$ cat src/rtl/spi_flash_arbiter.sv
// Round-robin arbiter sharing one SPI flash engine between two requesters.
// Launches frames, detects completion on CS, enforces a CS-high gap and recovers a hung engine.
module spi_flash_arbiter #(
  parameter int          GAP_CYCLES = 4,
  parameter int          TIMEOUT    = 255,
  parameter int          RST_CYCLES = 2,
  parameter logic [7:0]  CMD_WR0    = 8'h56,
  parameter logic [7:0]  CMD_WR1    = 8'hE9,
  parameter logic [7:0]  CMD_RD     = 8'hFF
) (
  input  logic        clk,
  input  logic        rst,
  input  logic        req0_valid,
  input  logic [7:0]  req0_cmd,
  input  logic [23:0] req0_addr,
  input  logic [31:0] req0_wdata,
  output logic        req0_ready,
  output logic        req0_done,
  output logic        req0_err,
  input  logic        req1_valid,
  input  logic [7:0]  req1_cmd,
  input  logic [23:0] req1_addr,
  input  logic [31:0] req1_wdata,
  output logic        req1_ready,
  output logic        req1_done,
  output logic        req1_err,
  output logic        m_enable,
  output logic [7:0]  m_commands,
  output logic [23:0] m_address,
  output logic [31:0] m_data_out,
  output logic        m_rst,
  input  logic        m_cs,
  output logic        busy,
  output logic [2:0]  state_dbg
);

  typedef enum logic [2:0] {IDLE, GRANT, LAUNCH, BUSY, RECOVER, GAP} state_t;

  localparam logic [7:0] TMO_LAST = 8'(TIMEOUT - 1);
  localparam logic [7:0] GAP_LAST = 8'(GAP_CYCLES - 1);
  localparam logic [7:0] RST_LAST = 8'(RST_CYCLES - 1);

  state_t      state, state_next;
  logic        winner, rr_last, bad_done;
  logic [7:0]  cnt;
  logic        win_valid, legal, grant_ok, frame_done, frame_err;
  logic [7:0]  win_cmd;

  assign win_valid = winner ? req1_valid : req0_valid;
  assign win_cmd   = winner ? req1_cmd   : req0_cmd;
  assign legal     = (win_cmd == CMD_WR0) || (win_cmd == CMD_WR1) || (win_cmd == CMD_RD);

  always_comb begin
    state_next = state;
    grant_ok   = 1'b0;
    frame_done = 1'b0;
    frame_err  = 1'b0;
    case (state)
      IDLE:    if (req0_valid || req1_valid) state_next = GRANT;
      // A winner that dropped valid before ready has withdrawn its request.
      GRANT: begin
        if (!win_valid) state_next = IDLE;
        else begin
          grant_ok   = 1'b1;
          state_next = legal ? LAUNCH : IDLE;
        end
      end
      LAUNCH: begin
        if (!m_cs)                 state_next = BUSY;
        else if (cnt == TMO_LAST)  state_next = RECOVER;
      end
      BUSY: begin
        if (m_cs) begin
          frame_done = 1'b1;
          state_next = GAP;
        end else if (cnt == TMO_LAST) state_next = RECOVER;
      end
      RECOVER: begin
        if (cnt == RST_LAST) begin
          frame_done = 1'b1;
          frame_err  = 1'b1;
          state_next = GAP;
        end
      end
      GAP:     if (m_cs && cnt == GAP_LAST) state_next = IDLE;
      default: state_next = IDLE;
    endcase
  end

  // One shared timer; it keeps running across LAUNCH->BUSY so the timeout spans the whole frame.
  always_ff @(posedge clk) begin
    if (rst) begin
      state      <= IDLE;
      rr_last    <= 1'b1;
      winner     <= 1'b0;
      bad_done   <= 1'b0;
      cnt        <= 8'd0;
      m_commands <= 8'd0;
      m_address  <= 24'd0;
      m_data_out <= 32'd0;
    end else begin
      state    <= state_next;
      bad_done <= grant_ok && !legal;
      if (state == IDLE)
        winner <= (req0_valid && req1_valid) ? ~rr_last : req1_valid;
      if (grant_ok) begin
        rr_last    <= winner;
        m_commands <= win_cmd;
        m_address  <= winner ? req1_addr  : req0_addr;
        m_data_out <= winner ? req1_wdata : req0_wdata;
      end
      if (state_next != state && !(state == LAUNCH && state_next == BUSY))
        cnt <= 8'd0;
      else if (state == GAP && !m_cs)
        cnt <= 8'd0;
      else if (cnt != 8'hFF)
        cnt <= cnt + 8'd1;
    end
  end

  assign req0_ready = grant_ok && !winner && !rst;
  assign req1_ready = grant_ok &&  winner && !rst;
  assign req0_done  = (frame_done || bad_done) && !winner && !rst;
  assign req1_done  = (frame_done || bad_done) &&  winner && !rst;
  assign req0_err   = (frame_err  || bad_done) && !winner && !rst;
  assign req1_err   = (frame_err  || bad_done) &&  winner && !rst;
  assign m_enable   = (state == LAUNCH) && !rst;
  assign m_rst      = rst || (state == RECOVER);
  assign busy       = (state != IDLE) && !rst;
  assign state_dbg  = state;

endmodule

$ cat config.mk
export PLATFORM = sky130hd
export DESIGN_NAME = spi_flash_arbiter
export DESIGN_NICKNAME = d
export VERILOG_FILES = /design/src/rtl/spi_flash_arbiter.sv
export SDC_FILE = /design/constraint.sdc
export NUM_CORES = 1
export LEC_CHECK = 0
export ABC_AREA = 0
export ABC_CLOCK_PERIOD_IN_PS = 1650
export CAP_MARGIN = 0
export CORE_UTILIZATION = 36
export CTS_CLUSTER_SIZE = 28
export DETAILED_ROUTE_END_ITERATION = 6
export GPL_TIMING_DRIVEN = 0
export HOLD_SLACK_MARGIN = 0.08
export PLACE_DENSITY = 0.77
export SLEW_MARGIN = 20
export SYNTH_ARGS = -nofsm -noshare
export SYNTH_HDL_FRONTEND = slang
export SYNTH_SLANG_ARGS = --single-unit
$ cat constraint.sdc
create_clock -name clk -period 1.65 [get_ports clk]
set_input_delay 0.2475 -clock clk [delete_from_list [all_inputs] [get_ports clk]]
set_output_delay 0.2475 -clock clk [all_outputs]
set_load 0.01 [all_outputs]
* Word-level counts from Yosys, hierarchy flattened
Cells that the tools add are included.
** Cells by class
- Add/sub/neg operators :: 1
- Eq/ne operators :: 14
- Mux-type cells :: 20
- Bitwise gates (word level) :: 1
- Reductions and logical operators :: 34
** Operator list (count)
- $mux W32 :: 1
- $eq A8 B8 Y1 const B :: 3
- $mux W24 :: 1
- $logic_and A1 B1 Y1 :: 20
- $mux W3 :: 6
- $pmux W3 S6 :: 1
- $eq A3 B2 Y1 const B :: 3
- $add A8 B1 Y8 const B :: 1
- $eq A8 B1 Y1 const B :: 1
- $eq A8 B2 Y1 const B :: 1
- $eq A8 B7 Y1 const B :: 1
- $mux W8 :: 1
- $ne A8 B8 Y1 const B :: 1
- $mux W1 :: 7
- $eq A3 B3 Y1 const B :: 2
- $logic_or A1 B1 Y1 :: 6
- $logic_not A1 Y1 :: 5
- $mux W2 :: 2
- $eq A3 B1 Y1 const B :: 1
- $logic_not A3 Y1 :: 1
- $ne A3 B3 Y1 :: 1
- $reduce_bool A3 Y1 :: 1
- $reduce_or A3 Y1 :: 1
- $pmux W1 S2 :: 1
- $not A1 Y1 :: 1
** Word-level totals
- Flip-flop bits (word level) :: 78
- Bits of input ports :: 133

* Logic depth before layout (Yosys ltp)
Gate-level depths: netlist of the first run.
- Depth after elaboration :: 12
- Gate-level depth with buffers :: 7
- Depth with buffers taken out :: 7

* Worst setup path after synthesis of the first run
No wires, ideal clock.
- Path kind :: reg-to-output
- From :: register state[2] (netlist: state_dbg[2])
- To :: output req0_done
- Arrival :: 1.388 ns
- Slack :: 0.014 ns
- Stages on the path, launching flop included :: 7
- Path buffers :: 1
- Cells stage by stage :: dfxtp_1 > clkbuf_1 > nand2b_1 > nor2_1 > a21oi_1 > o21a_1 > nor3_1
** Between the ends
- Word-level cells in the longest chain between the ends :: 5
** RTL lines
- start, declared :: line 43 : state_t state, state_next;
- start signal, assigned :: line 102 : state <= state_next;
- $eq A3 B3 Y1 or $eq A3 B2 Y1 (tied branches) :: line 58 : case (state)
- $pmux W1 S2 * :: line 58
- $logic_or A1 B1 Y1 * :: line 123 : assign req0_done = (frame_done || bad_done) && !winner && !rst;
- $logic_and A1 B1 Y1 * (2 in a row) :: line 123
- end, declared :: line 18 : output logic req0_done,
Mark *: on every way between the ends. The rest lies on a longest branch, timed or not.

* Final worst setup path of the first run
- From :: register cnt[2]
- To :: output req0_done
** Between the ends
- Word-level cells in the longest chain between the ends :: 6
** RTL lines
- start, declared :: line 45 : logic [7:0] cnt;
- start signal, assigned :: line 117 : cnt <= cnt + 8'd1;
- $eq A8 B1 Y1 :: line 79 : if (cnt == RST_LAST) begin
- $mux W1 :: line 79
- $pmux W1 S2 :: line 58
- $logic_or A1 B1 Y1 :: line 123
- $logic_and A1 B1 Y1 (2 in a row) :: line 123
No other way between the ends.

==> flow_metrics.env, run 1 <==
export IMPL_status="complete, but fails checks"
export IMPL_violations="negative setup slack"
export IMPL_timing_final_hold_violations=0
export IMPL_fillCellCount=899
export IMPL_drtIter0Drc=133
export IMPL_grt_antenna_before_repair=0
export IMPL_die_area_mm2=0.0117
export IMPL_worstSetupPathType="flip-flop to output pin"
export IMPL_crit_fanout=5
export IMPL_multi_input_area_mm2=0.00252
export IMPL_cts_tree="done"
export IMPL_synth_avg_cell_area_um2=9.56
export IMPL_fin_ws_ns=-0.286
export IMPL_fp_dieW_um=108
export IMPL_async_reset_ff_frac=0
export IMPL_p_per_area_mw_per_mm2=786
export IMPL_maxCapViolations=0
export IMPL_initial_core_util=0.372
export IMPL_regArea_mm2=0.00158
export IMPL_r2r_cells=7
export IMPL_grt_max_degree=13
export IMPL_p_sw_frac=0.268
export IMPL_fin_area_mm2=0.00714
export IMPL_ys_seq_area_frac=0.384
export IMPL_worstHoldStart="req1_valid"
export IMPL_ys_flop_type="dfxtp_1"
export IMPL_cp_cell_sequence="nor4_4 -> and3_4 -> a21oi_4 -> o21a_1 -> nor3_2 -> buf_2"
export IMPL_r2r_slack_ns=-0.06
export IMPL_ant_nets=0
export IMPL_final_setup_tns_ns=-1.20
export IMPL_rsz0062_at_grt="true"
export IMPL_wl_um=13600
export IMPL_hold_path_class="input pin to flip-flop"
export IMPL_dpl_cell_count=771
export IMPL_avgRoutedWirePerCell_um=16.7
export IMPL_cp_data_required_time_ns=1.40
export IMPL_setup_viol=8
export IMPL_die_y_um=108
export IMPL_placed_cell_area_mm2=0.00630
export IMPL_power_frac_comb=0.265
export IMPL_finalCriticalPeriod_ns=1.94
export IMPL_tightest_slew_ns=0.723
export IMPL_core_mm2=0.0109
export IMPL_remaining_drc_errors=0
export IMPL_preCtsSetupSlack_ns=-0.591
export IMPL_r2r_end="state_dbg[1]$_SDFF_PP0_"
export IMPL_drtPass1Iterations=4
export IMPL_synth_area_mm2=0.00406
export IMPL_synthTopCellsByArea="dfxtp_1 38%, a211oi_2 15%, mux2i_1 15%, nor2_1 8.5%, a211oi_1 2.6%"
export IMPL_final_cells=814
export IMPL_cts_made_buffers=9
export IMPL_p_clk_frac=0.360
export IMPL_max_stage_delay_ns=0.36
export IMPL_p_sw_uw=1500
export IMPL_via_per_inst=5.12
export IMPL_grt_pass1_wl_um=19800
export IMPL_ys_warn_count=0
export IMPL_drv_slew=0
export IMPL_leakage_uw=0.00254
export IMPL_nNetsFinal=804
export IMPL_grt_total_usage=0.221
export IMPL_num_rows=38
export IMPL_cts_sinks=78
export IMPL_grt_pass1_vias=4201
export IMPL_cp_end_kind="output pin"
export IMPL_synthDominantCellAreaShare=0.384
export IMPL_yosysUniqueCellTypes=47
export IMPL_insertion_delay_ns=0.34
export IMPL_clk_pin_slew_ns=0.06
export IMPL_ys_ff_latch=78
export IMPL_drive_above_1_share=0.285
export IMPL_regToRegStartpoint="cnt[0]$_SDFFE_PP0P_"
export IMPL_cp_slowest_cell="dfxtp_4"
export IMPL_ir_worst_vdd_mv=0.458
export IMPL_cts_max_path_buffers=2
export IMPL_grt_overflow_total=0
export IMPL_io_pins=209
export IMPL_synth_commonest_cells="92 x nor2_1, 78 x dfxtp_1, 62 x mux2i_1"
export IMPL_hold_depth=3
export IMPL_yosys_area_top_type="dfxtp_1"
export IMPL_synth_edf_count=0
export IMPL_synth_nets=561
export IMPL_slew_headroom=0.518
export IMPL_cts_htree_levels=3
export IMPL_arrival_ns=1.69
export IMPL_io_buffer_count=206
export IMPL_place_congestion=0.862
export IMPL_cts_root_buf="clkbuf_16"
export IMPL_worstSetupStartpointType="flip-flop"
export IMPL_min_period_over_period=1.17
export IMPL_postCtsHoldBufs=0
export IMPL_yosysMostFrequentCell="nor2_1"
export IMPL_vias=4168
export IMPL_cell_internal_pwr_uw=4110
export IMPL_synthCells=425
export IMPL_fmax_mhz=516
export IMPL_hold_path_end="winner$_SDFFE_PP0P_"
export IMPL_power_frac_seq=0.374
export IMPL_place_hpwl_um=9960
export IMPL_clock_skew_ns=0.00536
export IMPL_area_growth_pct=75.7
[power by group through the flow]
stage | Sequential [uW] | Clock (uW) | Combinational (uW)
final | 2100 | 2020 | 1490
after global routing | 2120 | 2140 | 1590
after CTS | 2090 | 2040 | 1410
after detailed placement | 2140 | 0 | 1360
after global placement | 2130 | 0 | 1330
after floorplan | 2190 | 0 | 577
[how the worst max path moves through the flow]
stage / from / to / slack (ns) / depth (start not counted)
finish: cnt[2]$_SDFFE_PP0P_ / req0_done / -0.29 / 6
global route: cnt[2]$_SDFFE_PP0P_ / req1_done / -0.39 / 6
CTS: cnt[5]$_SDFFE_PP0P_ / req0_done / -0.33 / 6
detailed placement: req1_valid / req0_ready / -0.59 / 5
global placement: req1_valid / req0_ready / -0.60 / 5
floorplan: state_dbg[2]$_SDFF_PP0_ / req0_done / 0.01 / 6
[layer usage]
metal  GRT usage  wire [um]
met5           0          0
met4      0.0988        265
met3      0.0506        991
met2       0.420       7040
met1       0.227       5310
[final cells by class]
type | count | area share
Tap cell | 140 | 0.0245
Clock inverter | 4 | 0.00631
Buffer | 35 | 0.0420
Timing Repair Buffer | 233 | 0.314
Antenna cell | 1 | 0.000350
Clock buffer | 12 | 0.0359
Multi-Input combinational cell | 308 | 0.354
Sequential cell | 78 | 0.222
Inverter | 3 | 0.00158
[through the flow]
stage           util  power, uW  hold slack, ns
2_1_floorplan      -       2760           0.399
3_3_place_gp   0.576       3460           0.487
3_5_place_dp   0.576       3490           0.497
5_1_grt        0.653       5850           0.272
4_1_cts        0.626       5550           0.443
6_report       0.653       5610           0.270
[state kept, by name (all words and copies together), names as in the netlist]
signal	count
winner	1
m_commands	8
cnt	8
rr_last	1
state_dbg	3
m_address	24
bad_done	1
m_data_out	32
[cells in the final DEF, fill, tap and decap left out, types with 4 or more instances in the layout]
cell type and n:
clkdlybuf4s50_1 195, nor2_1 68, dfxtp_1 68, mux2i_1 59, a211oi_2 56, buf_4 30, nor2_2 22, buf_6 12
buf_2 11, clkbuf_1 9, a21oi_1 9, clkbuf_16 9, nand2_1 8, a211oi_1 8, nand3_1 8, dfxtp_2 6
buf_8 5, nand2b_1 5, nor3_1 4, o21ai_0 4, dfxtp_4 4
[cells by family after synthesis]
logic type	Yosys count	synth area share
AO/OA/AOI/OAI	91	0.223
XOR/XNOR	4	0.00862
adder cells (fa/ha/maj)	4	0.0117
buffers and inverters	39	0.0502
flip-flops	78	0.384
multiplexers	65	0.163
AND/OR/NAND/NOR	144	0.159
[repair_timing]
item	4_1_cts	5_1_grt
gates resized for setup	83	78
endpoints found under the setup margin	75	75
setup buffers	14	13
pin swaps	5	13
[critical path, delay by kind of cell (launching register included)]
kind	cells	cell delay [ns]
buffers and inverters	1	0.14
and+or+nand+nor	3	0.65
DFF	1	0.36
AOI/OAI and AO/OA	2	0.20
No activity file was read; power rests on OpenSTA's default activity.
==> run 2, diff against run 1 <==
--- a/config.mk
+++ b/config.mk
@@ -8,12 +8,15 @@
 export ABC_AREA = 0
 export ABC_CLOCK_PERIOD_IN_PS = 1650
 export CAP_MARGIN = 0
-export CORE_UTILIZATION = 36
+export CELL_PAD_IN_SITES_DETAIL_PLACEMENT = 1
+export CELL_PAD_IN_SITES_GLOBAL_PLACEMENT = 1
+export CORE_UTILIZATION = 26
 export CTS_CLUSTER_SIZE = 28
 export DETAILED_ROUTE_END_ITERATION = 6
 export GPL_TIMING_DRIVEN = 0
 export HOLD_SLACK_MARGIN = 0.08
-export PLACE_DENSITY = 0.77
+export PLACE_DENSITY_LB_ADDON = 0.1
+export REMOVE_ABC_BUFFERS = 1
 export SLEW_MARGIN = 20
 export SYNTH_ARGS = -nofsm -noshare
 export SYNTH_HDL_FRONTEND = slang
==> run 2 against run 1 <==
Against the previous run:
- largest power group is now the clock network
- the run still ends with negative setup slack left
- critical path type unchanged
- non-clock buffer count decreased by 26
- clock skew shrank 0.00052 ns
- maximum frequency shrank 2.7%
- global-route usage down 4.0 points
==> flow_metrics.env, run 2 (same netlist as run 1, synthesis figures left out) <==
export IMPL_cts_sinks=78
export IMPL_leakage_uw=0.00245
export IMPL_place_congestion=0.783
export IMPL_grt_total_usage=0.181
export IMPL_grt_antenna_before_repair=0
export IMPL_grt_pass1_wl_um=22500
export IMPL_remaining_drc_errors=0
export IMPL_fillCellCount=1674
export IMPL_area_growth_pct=74.9
export IMPL_worstSetupPathType="flip-flop to output pin"
export IMPL_r2r_end="m_data_out[30]$_SDFFE_PP0P_"
export IMPL_initial_core_util=0.267
export IMPL_cts_made_buffers=9
export IMPL_p_per_area_mw_per_mm2=805
export IMPL_violations="negative setup slack"
export IMPL_cp_end_kind="output pin"
export IMPL_nNetsFinal=779
export IMPL_regArea_mm2=0.00159
export IMPL_fp_dieW_um=127
export IMPL_multi_input_area_mm2=0.00246
export IMPL_core_mm2=0.0152
export IMPL_cp_data_required_time_ns=1.40
export IMPL_die_y_um=127
export IMPL_worst_path_buf_inv=1
export IMPL_num_rows=45
export IMPL_fmax_mhz=503
export IMPL_worstSetupStartpointType="flip-flop"
export IMPL_drive_above_1_share=0.230
export IMPL_whs_ns=0.313
export IMPL_clock_skew_ns=0.00484
export IMPL_tightest_slew_ns=0.454
export IMPL_vias=4026
export IMPL_die_area_mm2=0.0161
export IMPL_rsz0062_at_grt="true"
export IMPL_cp_slowest_cell="dfxtp_4"
export IMPL_layout_common_cells="193 x clkdlybuf4s50_1, 86 x nor2_1, 68 x dfxtp_1"
export IMPL_via_per_inst=4.82
export IMPL_grt_busiest_layer="met2"
export IMPL_clk_pin_slew_ns=0.06
export IMPL_cp_top_family="simple AND/OR/NAND/NOR gates"
export IMPL_worstHoldStart="rst"
export IMPL_finalCriticalPeriod_ns=1.99
export IMPL_arrival_ns=1.74
export IMPL_hold_path_end="m_data_out[25]$_SDFFE_PP0P_"
export IMPL_antenna_cells=0
export IMPL_place_hpwl_um=9790
export IMPL_postCtsHoldBufs=0
export IMPL_grt_pass1_vias=4232
export IMPL_slew_headroom=0.697
export IMPL_use_met1=0.204
export IMPL_cts_root_buf="clkbuf_16"
export IMPL_io_buffer_count=208
export IMPL_wl_um=14900
export IMPL_drtPass1Iterations=4
export IMPL_drv_slew=0
export IMPL_reg_top3="m_data_out x32, m_address x24"
export IMPL_grt_max_degree=44
export IMPL_ir_worst_vdd_mv=0.552
export IMPL_r2r_cells=6
export IMPL_cts_htree_levels=3
export IMPL_cts_tree="done"
export IMPL_io_pins=209
export IMPL_grt_overflow_total=0
export IMPL_max_stage_delay_ns=0.36
export IMPL_cp_cell_sequence="nor4_4 -> and3_4 -> a21oi_4 -> o21a_1 -> nor3_1 -> buf_2"
export IMPL_setup_viol=7
export IMPL_avgRoutedWirePerCell_um=17.8
export IMPL_drtIter0Drc=164
export IMPL_regToRegStartpoint="state_dbg[1]$_SDFF_PP0_"
export IMPL_grtUsageMet3=0.0523
export IMPL_cts_max_path_buffers=2
export IMPL_maxCapViolations=0
export IMPL_preCtsSetupSlack_ns=-0.631
export IMPL_ant_nets=0
export IMPL_status="complete, but fails checks"
export IMPL_use_met2=0.327
export IMPL_hold_depth=2
export IMPL_hold_path_class="input pin to flip-flop"
export IMPL_timing_final_hold_violations=0
export IMPL_largest_register_ffs=32
export IMPL_fin_ws_ns=-0.340
export IMPL_crit_fanout=5
export IMPL_regMostFlops="m_data_out"
export IMPL_min_period_over_period=1.21
export IMPL_r2r_slack_ns=-0.02
export IMPL_final_common_cell="clkdlybuf4s50_1"
export IMPL_insertion_delay_ns=0.34
## run 2: cell types whose count changed in the layout (fill, tap and decap cells not counted), sizes merged
cell,previous run,this run
and3,3,4
buf,59,40
bufinv,1,2
clkbuf,24,13
clkdlybuf4s50,195,193
clkinvlp,0,1
diode,1,0
dlygate4sd2,0,4
## run 2: layer usage
metal / share of wire / up-vias
li1: - / 1967
met1: 0.40 / 1925
met2: 0.52 / 123
met3: 0.068 / 11
met4: 0.012 / 0
met5: 0 / -
## run 2: how the worst max path moves through the flow
stage | cells past startpoint | from | slack [ns] | endpoint
4_1_cts | 6 | cnt[5]$_SDFFE_PP0P_ | -0.34 | req0_done
3_3_place_gp | 4 | winner$_SDFFE_PP0P_ | -6.57 | m_address[13]$_SDFFE_PP0P_
3_5_place_dp | 6 | cnt[2]$_SDFFE_PP0P_ | -0.63 | req0_done
6_report | 6 | cnt[3]$_SDFFE_PP0P_ | -0.34 | req0_done
5_1_grt | 6 | cnt[3]$_SDFFE_PP0P_ | -0.43 | req0_done
2_1_floorplan | 3 | winner$_SDFFE_PP0P_ | -4.63 | m_commands[6]$_SDFFE_PP0P_
## run 2: cell type report
| type | instances | area share |
|---|---|---|
| Timing Repair Buffer | 242 | 0.351 |
| Tap cell | 188 | 0.0331 |
| Inverter | 3 | 0.00158 |
| Multi-Input combinational cell | 309 | 0.347 |
| Clock inverter | 6 | 0.0121 |
| Sequential cell | 78 | 0.224 |
| Clock buffer | 10 | 0.0322 |
## run 2: metrics by stage
step | TNS, ns | power (uW) | cells | util | instance area, um^2
after detailed placement | -33.84 | 3490 | 789 | 0.414 | 6300
final | -1.22 | 5720 | 836 | 0.467 | 7110
after global placement | -489.47 | 3490 | 785 | 0.407 | 6190
after CTS | -1.21 | 5780 | 824 | 0.456 | 6930
after floorplan | -312.80 | 2730 | 389 | - | 3870
after global routing | -2.40 | 5990 | 836 | 0.467 | 7110
## run 2: where the power goes
part | leakage [uW] | internal, uW | switching, uW
clock network | 0.000152 | 1320 | 833
logic | 0.00166 | 836 | 630
registers | 0.000645 | 2010 | 85.7
## run 2: worst reg2reg max path, delay by kind of cell (launching register included)
family,cells,cell delay (ns)
simple gates,3,0.73
flops,1,0.36
buf+inv,2,0.31
compound gates,1,0.19
## run 2: timing repair
item	in CTS	in global routing
setup buffers	16	11
gates resized for setup	71	22
gates cloned	3	2
setup endpoints to repair	87	33
pin swaps	6	16
==> variant 1 (settings of run 1) <==
Put a register stage on the outputs `req0_err` and `req1_err`, with the module's reset. The values now appear one clock later. The other outputs are not delayed to match.
--- a/src/rtl/spi_flash_arbiter.sv
+++ b/src/rtl/spi_flash_arbiter.sv
@@ -124,4 +124,11 @@
   assign req1_done  = (frame_done || bad_done) &&  winner && !rst;
-  assign req0_err   = (frame_err  || bad_done) && !winner && !rst;
-  assign req1_err   = (frame_err  || bad_done) &&  winner && !rst;
+  always_ff @(posedge clk) begin
+    if (rst) begin
+      req0_err <= '0;
+      req1_err <= '0;
+    end else begin
+      req0_err <= (frame_err  || bad_done) && !winner && !rst;
+      req1_err <= (frame_err  || bad_done) &&  winner && !rst;
+    end
+  end
   assign m_enable   = (state == LAUNCH) && !rst;
Check against the original RTL: not equivalent (Yosys sat finds a counterexample within 4 cycles, from zero or initial values and one cycle with rst high).
==> variant 1 against run 1 <==
- the run still ends with setup timing left
- clock skew up 3.0 ps
- non-clock buffer count shrank 9
- combinational power about the same
- total power up 0.61%
- critical path depth is the same
- synthesized area grew 2.2%
- global-route usage decreased by 1.3 points
- sequential cell count grew 2
- routed wire length shrank 0.13%
- design area up 0.49%
- worst setup slack better by 34 ps
- maximum frequency up 1.8%
- utilization down 0.25 points
- largest power group unchanged
==> variant 1: results (changes against run 1) <==
metric,value,unit,change
reg2reg_depth,6,,was 7
netlist_top_cells_area,"dfxtp_1, a211oi_2, mux2i_1",,unchanged
reg2reg_to,cnt[6],,was state_dbg[1]
syn_avg_cell_area,9.73,sq um,was 9.56 sq um
combPwrFrac,26.4,%,was 26.5%
tightest_slew,704,ps,was 723 ps
regArea,0.00162,sq mm,was 0.00158 sq mm
track_usage,20.8,%,was 22.1%
seq_area_frac_synth,38.6,%,was 38.4%
crit_start,cnt[3],,was cnt[2]
routed_via_density,5.17,,was 5.12
grt_pass1_wl,19500,um,was 19800 um
finalWeightedCongestion,0.813,,was 0.862
drt-met1-wl,5450,um,was 5310 um
async_reset_ff_share,0,%,unchanged
grt_max_degree,20,,was 13
dp_cells,773,,was 771
switching_share,27.1,%,was 26.8%
arrival,1650,ps,was 1690 ps
critPathMaxFanout,3,,was 5
setup_viol,10,,was 8
clock_skew,8.39,ps,was 5.36 ps
post_drt_wl_per_cell,16.9,um,was 16.7 um
diodes,0,,was 1
syn_area,0.00415,sq mm,was 0.00406 sq mm
nFillCells,903,,was 899
vdd_ir_drop_max,0.598,mV,was 0.458 mV
ys_top_cells_by_count,"nor2_1, dfxtp_1, mux2i_1",,unchanged
via_count,4163,,was 4168
post-place-ws,-568,ps,was -591 ps
synth_compound_gate_area_share,22.4,%,was 22.3%
failed_checks,setup timing,,unchanged
tns,-750,ps,was -1200 ps
ctsResizeCount,70,,was 83
grt_pass1_vias,4097,,was 4201
place_area,0.00639,sq mm,was 0.00630 sq mm
post_cts_buffers,4,,was 14
drive_gt1_share,29.6,%,was 28.5%
timing.final.ws_setup,-252,ps,was -286 ps
power_frac_clock,35.5,%,was 36.0%
r2r_slack,-30,ps,was -60 ps
muxShareOfSynthArea,15.9,%,was 16.3%
status,"complete, but fails checks",,unchanged
syn_nets,563,,was 561
nets,797,,was 804
synth_xor_area_share,0.844,%,was 0.862%
==> variant 1: worst min path at each step <==
stage / end / cells after the start / slack [ps]
2_1_floorplan: winner / 2 / 400
3_3_place_gp: m_data_out[4] / 2 / 490
3_5_place_dp: m_data_out[0] / 2 / 500
4_1_cts: state_dbg[1] / 3 / 420
5_1_grt: winner / 3 / 310
6_report: winner / 3 / 290
==> variant 1: per-layer routing <==
metal,GRT usage [%],vias to the layer above
li1,-,2004
met1,24.4,1955
met2,37.6,181
met3,4.68,23
met4,5.90,0
met5,0,-
==> variant 1: area by class of cell <==
class	instances	area share (%)
multi-input cells	308	36.3
repair buffers	224	30.6
flip-flops and latches	80	22.6
plain buffers	35	3.87
clock buffers	10	3.33
well taps	140	2.44
clock inverters	5	0.785
inverters	3	0.157
==> variant 1: worst max-delay path, stage by stage (launching register included) <==
cell     delay (ps)
dfxtp_4         360
nor4_4          300
and3_4          250
a21oi_4          60
o21a_1          130
nor3_2           90
buf_2           150
==> variant 2 (settings of run 1) <==
Without the edit above. The parameter `TIMEOUT` goes from 255 to 128.
--- a/src/rtl/spi_flash_arbiter.sv
+++ b/src/rtl/spi_flash_arbiter.sv
@@ -4,3 +4,3 @@
   parameter int          GAP_CYCLES = 4,
-  parameter int          TIMEOUT    = 255,
+  parameter int          TIMEOUT    = 128,
   parameter int          RST_CYCLES = 2,
Formal check against the unedited RTL: same outputs for any inputs over 10 cycles, from zero or initial values and one cycle with rst high; that may be too few to reach the edited logic, so the function may still have changed.
==> variant 2 against run 1 <==
- critical path depth is the same
- total power decreased by 9.7%
- cell count fell by 3.1%
- maximum frequency is 2.7% lower
- critical path type unchanged
- the flow still finishes with violations (setup timing)
- synthesized area down 5.8%
- routed wire length fell by 7.6%
- die area decreased by 5.7%
- critical endpoint unchanged
- via count down 3.9%
- design area fell by 6.8%
- sequential cell count stayed put
- worst setup slack got worse by 53 ps
- sequential share of layout area up 1.7 points
==> variant 2: results (changes against run 1) <==
metric,value,unit,change
status,"complete, but fails checks",,unchanged
track_usage,22.6,%,was 22.1%
leakage,2.32,nW,was 2.54 nW
synth_compound_gate_area_share,18.7,%,was 22.3%
finalWeightedCongestion,0.853,,was 0.862
synth_cell_types,51,,was 47
drive_gt1_share,17.6,%,was 28.5%
clkTransAtPathRegs,80,ps,was 60 ps
p_sw,1.32,mW,was 1.50 mW
synthAdderAreaFrac,0.654,%,was 1.17%
routed_via_density,5.08,,was 5.12
nets,783,,was 804
routed_wl,12600,um,was 13600 um
setup_viol,7,,was 8
grt_pass1_wl,19800,um,about the same
slew_headroom,64.8,%,was 51.8%
syn_nets,546,,was 561
seq_area_frac_synth,40.8,%,was 38.4%
port_buffers,208,,was 206
netlist_top_cells_area,"dfxtp_1, mux2i_1, a211oi_1",,"was dfxtp_1, a211oi_2, mux2i_1"
synthCells,411,,was 425
timing.final.ws_setup,-339,ps,was -286 ps
post-place-ws,-929,ps,was -591 ps
vdd_ir_drop_max,0.395,mV,was 0.458 mV
post_drt_wl_per_cell,15.9,um,was 16.7 um
hpwl,9460,um,was 9960 um
arrival,1740,ps,was 1690 ps
ys_top_cells_by_count,"nor2_1, dfxtp_1, a211oi_1",,"was nor2_1, dfxtp_1, mux2i_1"
cts-root-buf,clkbuf_8,,was clkbuf_16
place_area,0.00608,sq mm,was 0.00630 sq mm
grt_pass1_vias,3995,,was 4201
failed_checks,setup timing,,unchanged
tns,-1060,ps,was -1200 ps
synth_xor_area_share,0.229,%,was 0.862%
-- variant 2: worst paths after layout --
kind	from	endpoint	cells past startpoint	slack [ps]
worst min register to register	m_address[4]	m_address[4]	2	500
worst max register to register	cnt[6]	cnt[4]	7	-10
worst min-delay path	rst	state_dbg[0]	3	440
worst max-delay path	cnt[2]	req0_done	6	-340
-- variant 2: cell type report --
class                           count  area (sq um)
Buffer                             34           263
Sequential cell                    78          1590
Timing Repair Buffer              226          2180
Clock buffer                       13           169
Tap cell                          136           170
Multi-Input combinational cell    296          2210
Fill cell                         831          3670
Clock inverter                      3          65.1
Inverter                            3          11.3
-- variant 2: power by group through the flow --
stage          clock [mW]  combinational (mW)  sequential [mW]
6_report             1.68                1.30             2.09
5_1_grt              1.79                1.41             2.10
4_1_cts              1.71                1.28             2.09
3_5_place_dp            0                1.24             2.13
3_3_place_gp            0                1.22             2.13
2_1_floorplan           0               0.466             2.19
-- variant 2: logic make-up (layout without fill, tap and decap cells) --
kind of cell,after synthesis,after routing
muxes,64,64
and+or+nand+nor,137,137
adders and majority gates,2,2
buffers and inverters,37,279
DFF,78,78
AOI/OAI and AO/OA,92,92
xor gates and xnor gates,1,1
-- variant 2: metal layers --
layer  global-route usage [%]  routed length, um
met1                     26.4               5220
met3                     7.05                897
met4                     7.65                166
met2                     39.0               6280
met5                        0                  0
-- variant 2: worst max-delay path: stages (launching register included) --
cell and delay [ps]:
dfxtp_4 370, nor4_4 290, and2_4 210, a31oi_4 100
o21a_1 140, nor3_1 120, buf_2 150
-- variant 2: timing repair --
item / in CTS / in global routing
pin swaps: 4 / 5
gates resized for setup: 80 / 28
buffers inserted: 11 / 7
endpoints found under the setup margin: 19 / 29
